[src/rtl/uart_tx_arbiter.sv]
// Round-robin, packet-granular arbiter sharing one UART frame transmitter
// among NUM_REQ byte streams, with optional inter-frame gap and tx_done watchdog.
module uart_tx_arbiter #(
    parameter int unsigned NUM_REQ        = 2,
    parameter int unsigned FRAME_WD       = 8,
    parameter int unsigned GAP_CYCLES     = 0,
    parameter int unsigned TIMEOUT_CYCLES = 65535
) (
    input  logic                         clk,
    input  logic                         rst_n,
    input  logic [NUM_REQ-1:0]           req_valid,
    input  logic [NUM_REQ*FRAME_WD-1:0]  req_data,
    input  logic [NUM_REQ-1:0]           req_last,
    output logic [NUM_REQ-1:0]           req_ready,
    output logic                         frame_en,
    output logic [FRAME_WD-1:0]          data_frame,
    input  logic                         tx_done,
    output logic [NUM_REQ-1:0]           grant,
    output logic                         busy,
    output logic                         timeout_err
);

    localparam int unsigned IDX_W = (NUM_REQ > 1) ? $clog2(NUM_REQ) : 1;
    localparam int unsigned WD_W  = (TIMEOUT_CYCLES > 1) ? $clog2(TIMEOUT_CYCLES) : 1;
    localparam int unsigned GAP_W = (GAP_CYCLES > 1) ? $clog2(GAP_CYCLES) : 1;

    typedef enum logic [2:0] {
        IDLE      = 3'd0,
        LAUNCH    = 3'd1,
        WAIT_DONE = 3'd2,
        GAP       = 3'd3,
        HOLD      = 3'd4
    } state_t;

    state_t              state_q, state_d;
    logic [IDX_W-1:0]    ptr_q, ptr_d;
    logic [IDX_W-1:0]    gidx_q, gidx_d;
    logic                last_q, last_d;
    logic [WD_W-1:0]     wd_q, wd_d;
    logic [GAP_W-1:0]    gap_q, gap_d;
    logic [FRAME_WD-1:0] data_d;
    logic [NUM_REQ-1:0]  grant_d;
    logic                timeout_c;
    logic                decide_c;
    logic [IDX_W-1:0]    win_idx;
    logic                win_vld;
    logic [IDX_W:0]      rr_sum;

    logic [FRAME_WD-1:0] req_byte [NUM_REQ];

    for (genvar i = 0; i < NUM_REQ; i++) begin : g_unpack
        assign req_byte[i] = req_data[i*FRAME_WD +: FRAME_WD];
    end

    function automatic logic [IDX_W-1:0] inc_wrap(input logic [IDX_W-1:0] i);
        if ({1'b0, i} >= (IDX_W+1)'(NUM_REQ - 1)) return '0;
        return i + IDX_W'(1);
    endfunction

    // First valid requester at or above the pointer, with wrap; scanned from the
    // far end so the closest offset is written last.
    always_comb begin
        win_idx = '0;
        win_vld = 1'b0;
        rr_sum  = '0;
        for (int k = int'(NUM_REQ) - 1; k >= 0; k--) begin
            rr_sum = {1'b0, ptr_q} + (IDX_W+1)'(k);
            if (rr_sum >= (IDX_W+1)'(NUM_REQ)) rr_sum = rr_sum - (IDX_W+1)'(NUM_REQ);
            if (req_valid[rr_sum[IDX_W-1:0]]) begin
                win_idx = rr_sum[IDX_W-1:0];
                win_vld = 1'b1;
            end
        end
    end

    always_comb begin
        state_d   = state_q;
        ptr_d     = ptr_q;
        gidx_d    = gidx_q;
        last_d    = last_q;
        wd_d      = wd_q;
        gap_d     = gap_q;
        data_d    = data_frame;
        grant_d   = grant;
        timeout_c = 1'b0;
        decide_c  = 1'b0;

        case (state_q)
            IDLE: begin
                if (win_vld) begin
                    gidx_d  = win_idx;
                    grant_d = NUM_REQ'(1) << win_idx;
                    data_d  = req_byte[win_idx];
                    last_d  = req_last[win_idx];
                    state_d = LAUNCH;
                end
            end
            LAUNCH: begin
                wd_d    = '0;
                state_d = WAIT_DONE;
            end
            WAIT_DONE: begin
                if (tx_done) begin
                    if (GAP_CYCLES != 0) begin
                        gap_d   = '0;
                        state_d = GAP;
                    end else begin
                        decide_c = 1'b1;
                    end
                end else if (wd_q == WD_W'(TIMEOUT_CYCLES - 1)) begin
                    // Abandon the rest of the packet and let others compete.
                    timeout_c = 1'b1;
                    grant_d   = '0;
                    ptr_d     = inc_wrap(gidx_q);
                    state_d   = IDLE;
                end else begin
                    wd_d = wd_q + WD_W'(1);
                end
            end
            GAP: begin
                if (gap_q == GAP_W'(GAP_CYCLES - 1)) decide_c = 1'b1;
                else                                  gap_d    = gap_q + GAP_W'(1);
            end
            HOLD: begin
                if (req_valid[gidx_q]) begin
                    data_d  = req_byte[gidx_q];
                    last_d  = req_last[gidx_q];
                    state_d = LAUNCH;
                end
            end
            default: state_d = IDLE;
        endcase

        // Post-frame decision: release on last byte, else continue or hold the lock.
        if (decide_c) begin
            if (last_q) begin
                grant_d = '0;
                ptr_d   = inc_wrap(gidx_q);
                state_d = IDLE;
            end else if (req_valid[gidx_q]) begin
                data_d  = req_byte[gidx_q];
                last_d  = req_last[gidx_q];
                state_d = LAUNCH;
            end else begin
                state_d = HOLD;
            end
        end
    end

    always_ff @(posedge clk or negedge rst_n) begin
        if (!rst_n) state_q <= IDLE;
        else        state_q <= state_d;
    end

    // Datapath and registered outputs; strobes are decoded from the next state
    // so they line up exactly with the LAUNCH cycle.
    always_ff @(posedge clk or negedge rst_n) begin
        if (!rst_n) begin
            ptr_q       <= '0;
            gidx_q      <= '0;
            last_q      <= 1'b0;
            wd_q        <= '0;
            gap_q       <= '0;
            data_frame  <= '0;
            grant       <= '0;
            frame_en    <= 1'b0;
            req_ready   <= '0;
            busy        <= 1'b0;
            timeout_err <= 1'b0;
        end else begin
            ptr_q       <= ptr_d;
            gidx_q      <= gidx_d;
            last_q      <= last_d;
            wd_q        <= wd_d;
            gap_q       <= gap_d;
            data_frame  <= data_d;
            grant       <= grant_d;
            frame_en    <= (state_d == LAUNCH);
            req_ready   <= (state_d == LAUNCH) ? grant_d : '0;
            busy        <= (state_d != IDLE);
            timeout_err <= timeout_c;
        end
    end

endmodule

[config.mk]
export PLATFORM = sky130hd
export DESIGN_NAME = uart_tx_arbiter
export DESIGN_NICKNAME = d
export VERILOG_FILES = /design/src/rtl/uart_tx_arbiter.sv
export SDC_FILE = /design/constraint.sdc
export NUM_CORES = 1
export LEC_CHECK = 0
export CELL_PAD_IN_SITES_DETAIL_PLACEMENT = 0
export CELL_PAD_IN_SITES_GLOBAL_PLACEMENT = 1
export CORE_MARGIN = 4
export CORE_UTILIZATION = 39
export CTS_CLUSTER_DIAMETER = 40
export CTS_CLUSTER_SIZE = 30
export DETAILED_ROUTE_END_ITERATION = 8
export PLACE_DENSITY = 0.83
export SKIP_LAST_GASP = 1
export SLEW_MARGIN = 20
export SYNTH_ARGS = -nofsm -noshare
export SYNTH_HDL_FRONTEND = slang
export SYNTH_SLANG_ARGS = --single-unit
[constraint.sdc]
create_clock -name clk -period 4.4 [get_ports clk]
set_input_delay 0.88 -clock clk [delete_from_list [all_inputs] [get_ports clk]]
set_output_delay 0.88 -clock clk [all_outputs]
set_load 0.01 [all_outputs]
==> out/results.txt, run 1 <==
At the end of the flow, the number of nets in the layout was 276. The initial core utilization is 41.40%. The worst path buffer plus inverter count is 1, and the number of buffers inserted by port buffering is 37. Worst-path cell with the longest stage delay: clkdlybuf4s50_1. The endpoint arrival time on the critical path is 2750 ps, and the core utilization of the finished layout is 51.58%. For this run, asynchronously set or reset flops after synthesis account for 100.0%. After detailed routing, the total wire length is 4.891 mm.

The family with the most delay on the worst path is compound AO/OA/AOI/OAI gates. Summing every instance area after synthesis gives 0.002168 mm^2. The tools report the number of global-route vias before repair as 1794. For the die footprint, the log shows 0.006817 mm^2.

The worst-path maximum fanout is 10, and the area of all placed cells without fillers is 0.002701 mm^2. The run gives 38 as the number of placed I/O pins. In this run the vertical extent of the chip is 82.57 um.

Entering global routing, the biggest net connects 39 pins. The biggest cell delay along the critical path is 520 ps, and the power per unit of standard cell area is 548.0 mW/mm^2. The shortest clock period the worst path allows after layout was 2577 ps. Across the run, the number of max-cap violations was 0. Sorting the synthesized cells by area gives the leading types as dfrtp_1, mux2i_1, nor2_1, a2bb2oi_1, o22ai_1. Setup repair after global routing left no endpoint under its margin. The critical path in this run is classified as primary input to register. The die is 82.57 um wide. Setup violations remaining at the end of the flow were counted as 0.

The slew at the pin closest to its max-slew limit is 1031 ps, and the remaining routing DRC violations is 0. The tools report the worst-case vdd ir drop as 272.6 uV. The worst slack on hold paths was 506.6 ps; the post-synthesis cell type count was 52. Mean number of vias per cell: 5.419. CTS placed an instance of clkbuf_8 at the clock tree root. For the required time at the endpoint of the critical path, the log shows 4570 ps. The dominant synthesized flop cell was dfrtp_1.

The critical path goes through clkdlybuf4s50_1 > mux2_2 > o221ai_2 > a31oi_1 > or3_1. The floorplan row count was 26. The post-detailed-route count of antenna-violating nets came out at 0. Of the available clock period, the critical path in the final layout requires 58.57%. Derived from the worst setup path, the maximum achievable clock frequency is 0.3881 GHz.

The logs give 216 for the instance count of the mapped netlist and 290 ps for the insertion delay of the later-clocked pin in the worst-skew pair. For this design the static power due to leakage is 1.160 nW. Compared with the post-synthesis result, the final layout area differs by 24.58%.

Count of pins over their slew limit: 0. Yosys instantiated no cell more often than dfrtp_1. In this run the number of H-tree levels came out at 2.

The number of synthesized flops with an enable pin came out at 0. The region available for standard cell placement spans 0.005238 mm^2. For the global-route wire length before repair, the log shows 8.231 mm. dfrtp_1 takes more of the synthesized area than any other cell. The run gives 0 as the count of antenna diodes in the layout. The clock sink total was 38; the normalized max-slew margin was 30.98%.

Counting flops and latches in the post-synthesis netlist gives 38. For the part of the Yosys area used for sequential elements, the log shows 43.85%. The share of synthesized area in the top cell type comes to 43.85%.

The number of clock buffers added by TritonCTS is 5. The Yosys step of the flow raised 0 warnings. Post-cts gate resize count: 0.

For this run the aggregate overflow at the end of global routing stands at 0. Detailed placement ended at an HPWL of 3.536 mm. Between clock sinks in the finished design, the worst skew comes to 5.775 ps.

Summed over all failing endpoints, the final setup total negative slack is 0 ps. TritonCTS built the clock tree. The worst setup path is launched from a primary input. For the placer's final routability congestion estimate, the log shows 0.7998.

The tools report the endpoint class of the critical path as a register. Count of endpoints failing hold in the final timing report: 0. The initial antenna violation count is 0.

Counting instances in the post-synthesis netlist gives the leading cell types as dfrtp_1, mux2i_1, nor2_1. The tools report the maximum clock path buffer count as 2. After the first detailed-routing iteration, the DRC count stood at 103. The post-synthesis area per instance is 10.04 um^2. The min-delay analysis places its worst path in the category register to register.

The post-route netlist has 9.524% of its cells at a drive strength greater than 1. Buffers inserted to repair hold after CTS numbered 0. The per-cell routed wire length was 15.19 um.

The logs give 4 for the number of detailed-route iterations in the first pass and 0.002587 mm^2 for the post-placement cell area. The run finished with clean final reports. The number of buffers inserted to repair setup after CTS came out at 0. The net count of the mapped netlist was 241. The clock input transition at the sequential cells of the worst setup and hold paths came out at 80 ps.

The routed layout has 1745 vias. Fill cells in the final layout number 496. The run gives 15.86% as the aggregate global-route resource usage.
## cell type report
cell class                 instances  area (um^2)  share of cell area, %
tap                               70        87.58                  3.242
multi-input combinational        158         1139                  42.15
clock inverter                     3        45.04                  1.667
clock buffer                       5        68.82                  2.547
timing repair buffer              38        372.9                  13.80
sequential                        38        950.9                  35.20
inverter                          10        37.54                  1.390
## where the power goes
group / total (W) / leakage (nW) / internal, W / switching, W
clock network: 0.000297 / 0.0504 / 0.000169 / 0.000128
registers: 0.000564 / 0.493 / 0.000442 / 0.000122
logic: 0.000619 / 0.617 / 0.000319 / 0.000301
## cells in the final DEF, fill, tap and decap left out, types with 7 or more instances in the layout
| cell type | n |
|---|---|
| a2bb2oi_1 | 8 |
| clkdlybuf4s50_1 | 36 |
| nand3_1 | 10 |
| xnor2_1 | 7 |
| o22ai_1 | 10 |
| nand4_1 | 7 |
| nand2_1 | 13 |
| nor2_1 | 20 |
| mux2i_1 | 20 |
| inv_1 | 9 |
| dfrtp_1 | 38 |
## routing by layer
metal / global-route usage, % / up-vias / share of wire, %
li1: - / 865 / -
met1: 21.77 / 841 / 48
met2: 24.36 / 33 / 47
met3: 3.905 / 6 / 3.4
met4: 5.392 / 0 / 1.5
met5: 0 / - / 0
## sequential cells by signal, summed over array words and instances, names as in the netlist
| register | flops |
|---|---|
| busy | 1 |
| data_frame | 8 |
| frame_en | 1 |
| gap_q | 1 |
| gidx_q | 1 |
| grant | 2 |
| last_q | 1 |
| ptr_q | 1 |
| req_ready | 2 |
| state_q | 3 |
| timeout_err | 1 |
| wd_q | 16 |
## through the flow
step,setup WS (ps),total power [W],cells
2_1_floorplan,2118,0.0009602,216
3_3_place_gp,1546,0.001198,314
3_5_place_dp,1510,0.001196,314
4_1_cts,1834,0.001499,322
5_1_grt,1691,0.001595,322
6_report,1823,0.001480,322
## cell families (layout without fill, tap and decap cells)
family | count (synthesis) | in the layout | synth area share, %
compound gates | 38 | 38 | 13.62
xor+xnor | 13 | 13 | 5.251
fa+ha+maj | 2 | 2 | 1.154
buf+inv | 20 | 56 | 3.635
flops | 38 | 38 | 43.85
mux | 23 | 23 | 10.79
simple gates | 82 | 82 | 21.70
## worst paths after layout
path	from	to	slack [ps]	cells after the start
setup / recovery	req_valid[1]	busy	1820	5
hold / removal	gap_q	gap_q	510	1
setup reg to reg	gidx_q	busy	2080	4
hold reg to reg	gap_q	gap_q	510	1
max in group asynchronous	rst_n	wd_q[15]	3170	1
min in group asynchronous	rst_n	wd_q[6]	700	1
Power figures use the tool's default switching activity.
==> run 2, diff against run 1 <==
--- a/config.mk
+++ b/config.mk
@@ -8,11 +8,11 @@
 export CELL_PAD_IN_SITES_DETAIL_PLACEMENT = 0
 export CELL_PAD_IN_SITES_GLOBAL_PLACEMENT = 1
 export CORE_MARGIN = 4
-export CORE_UTILIZATION = 39
+export CORE_UTILIZATION = 37
 export CTS_CLUSTER_DIAMETER = 40
 export CTS_CLUSTER_SIZE = 30
 export DETAILED_ROUTE_END_ITERATION = 8
-export PLACE_DENSITY = 0.83
+export PLACE_DENSITY = 0.82
 export SKIP_LAST_GASP = 1
 export SLEW_MARGIN = 20
 export SYNTH_ARGS = -nofsm -noshare
==> constraint.sdc (replaced) <==
create_clock -name clk -period 2.3 [get_ports clk]
set_input_delay 0.46 -clock clk [delete_from_list [all_inputs] [get_ports clk]]
set_output_delay 0.46 -clock clk [all_outputs]
set_load 0.01 [all_outputs]
==> run 2 against run 1 <==
Utilization down 1.5 points. Largest cell class unchanged. Critical path type is now register to register. Count of clock-buffer cells in the layout up 2. Register-to-register slack worse by 1900 ps. Non-clock buffer count increased by 15. First-iteration DRC count is 2.9% higher. Clock skew increased by 5.5 ps. Final cell count rose by 5.3%. Sequential share of layout area decreased by 1.3 points.
==> out/results.txt, run 2 (synthesis results as in run 1) <==
The clock input transition at the sequential cells of the worst setup and hold paths is 80 ps (about the same). For the global-route wire length before repair, the log shows 8.590 mm (+4.4%). The placer's final routability congestion estimate was 0.8258 (+3.3%); the synthesis-to-finish area growth was 29.43%. The tools report the pin count of the biggest net entering global routing as 39 (unchanged).

The worst slack on hold paths is 277.1 ps (-229.6 ps), and the normalized max-slew margin is 42.76% (+12 points). Setup repair after global routing left no endpoint under its margin. The run gives 0 (unchanged) as the post-cts gate resize count.

Most frequent standard cell in the layout excluding fill and tap cells: dfrtp_1. The logs give 0.005608 mm^2 (+7.1%) for the core footprint and 106 (+2.9%) for the DRC violation total after the first TritonRoute iteration. Footprint of the flip-flops and latches: 950.9 um^2 (unchanged). The flow ran to the end, and the final reports show no timing, DRC or antenna violations.

Number of fill cells: 525 (+5.8%). The count of endpoints failing hold in the final timing report was 0 (unchanged). Initial antenna violation count: 0 (unchanged). The worst setup path is of the register to register kind. The share of layout cells above drive strength 1 is 14.23% (+4.7 points), and the fraction of the cycle the final worst path needs is 92.03%. The worst-case vdd ir drop came out at 470.7 uV (+73%). TritonCTS built the clock tree. For the overall power consumption, the log shows 0.002888 W (+95%). The library cells used most frequently in the layout, excluding fill and tap cells, are dfrtp_1, clkdlybuf4s50_1, nor2_1, mux2i_1, buf_4.

Aggregate global-route resource usage: 14.97% (-0.89 points). The number of max-capacitance violations reported was 0 (unchanged); the maximum clock path buffer count was 2 (unchanged). The endpoint arrival time on the critical path was 2290 ps (-460 ps). The tools report the remaining routing DRC violations as 0 (unchanged).

The tools report the required time at the endpoint of the critical path as 2470 ps (-2100 ps). The slew at the pin closest to its max-slew limit is 858.7 ps (-172.8 ps), and the overall die width is 84.55 um (+2.4%). The total area of multi-input combinational cells is 0.001139 mm^2 (unchanged), and the number of buffers inserted by hold repair at cts is 0 (unchanged). The shortest clock period the worst path allows after layout was 2117 ps; the floorplan row count was 27 (+3.8%). The clock root buffer master was clkbuf_8. The largest registers in the layout are wd_q (16), data_frame (8), state_q (3). The leakage power summed over all cells came out at 1.235 nW (+6.5%). STA classifies the critical path endpoint as a register. For the initial core utilization, the log shows 38.67% (-2.7 points). The worst-path maximum fanout was 6 (-4); the overall routed net length was 5.107 mm (+4.4%). Register with the highest flop count: wd_q. The highest clock rate is 0.4724 GHz. The total clock buffers created by CTS was 5 (unchanged). The per-cell routed wire length is 15.06 um (-0.82%), and the count of antenna diodes in the layout is 0 (unchanged). The height of the chip was 84.55 um (+2.4%).

The sum of negative setup slack came out at 0 ps (unchanged). Post-detailed-route count of antenna-violating nets: 0 (unchanged). For the final setup violation count, the log shows 0 (unchanged). The die footprint came out at 0.007149 mm^2 (+4.9%). The number of buffers inserted to repair setup after CTS is 0 (unchanged), and the sum of overflow across all layers after global routing is 0 (unchanged). The number of detailed-route iterations in the first pass is 4 (unchanged).

The final clock skew came out at 11.23 ps (+5.458 ps). The mean number of vias per cell came out at 5.413 (-0.12%). Power per unit of standard cell area: 1029 mW/mm^2 (+88%). The number of placed I/O pins was 38 (unchanged). Kind of path behind the tightest hold check: primary input to async pin. The post-layout net count was 291 (+5.4%); the clock sink total was 38 (unchanged). The run gives 3.683 mm (+4.2%) as the total half-perimeter wirelength after legalization and detailed placement. The number of buffers inserted by port buffering was 37 (unchanged); the vias after detailed routing was 1835 (+5.2%). The count of pins over their slew limit came out at 0 (unchanged). The run gives 300 ps (about the same) as the insertion delay of the later-clocked pin in the worst-skew pair. The number of flip-flops in the largest register is 16 (unchanged), and the number of global-route vias before repair is 1814 (+1.1%).

The depth of the CTS H-tree came out at 2 (unchanged). The worst setup path is launched from a register.
## run 2: cell types whose count changed in the layout (fill, tap and decap cells not counted)
cell	previous run	this run
clkinvlp_4	2	0
buf_4	1	15
clkbuf_8	5	6
bufinv_16	1	0
clkbuf_1	0	1
buf_12	0	1
clkinv_2	0	1
## run 2: cell type report
cell class              count  area share, %
flip-flops and latches     38          33.88
clock buffers               7          3.076
repair buffers             53          17.74
clock inverters             1         0.1783
well taps                  72          3.210
inverters                  10          1.337
multi-input cells         158          40.57
## run 2: worst paths after layout
check | startpoint | end | slack [ps] | depth (start not counted)
worst max-delay path | wd_q[0] | busy | 180 | 7
worst min-delay path | rst_n | req_ready[1] | 280 | 1
worst max register to register | wd_q[0] | busy | 180 | 7
worst min register to register | gap_q | gap_q | 510 | 1
max in group asynchronous | rst_n | wd_q[2] | 1490 | 1
min in group clk | gap_q | gap_q | 510 | 1
## run 2: per-layer routing
metal / wire length (um) / GRT usage [%] / share of wire, %
met5: 0 / 0 / 0
met3: 249 / 4.416 / 4.9
met4: 70 / 5.324 / 1.4
met1: 2474 / 20.43 / 48
met2: 2312 / 22.56 / 45
## run 2: where the power goes
| group | switching (W) | internal (W) |
|---|---|---|
| registers | 0.000146 | 0.000848 |
| clock network | 0.000238 | 0.000242 |
| logic | 0.000710 | 0.000704 |
| total | 0.00109 | 0.00179 |
## run 2: stage by stage
stage          cells  instance area [um^2]  setup WS, ps  util (%)
2_1_floorplan    216                  2168         388.0         -
3_5_place_dp     331                  2715         70.91     48.42
3_3_place_gp     331                  2715         68.94     48.42
5_1_grt          339                  2806         35.04     50.04
4_1_cts          339                  2806         176.2     50.04
6_report         339                  2806         183.3     50.04
## run 2: critical path: stages, from the launching register on
cell and delay, ps:
dfrtp_1 440, inv_1 110, ha_1 200, nand4_1 120, or4_4 510, a21oi_2 190, inv_2 50, or3_1 370
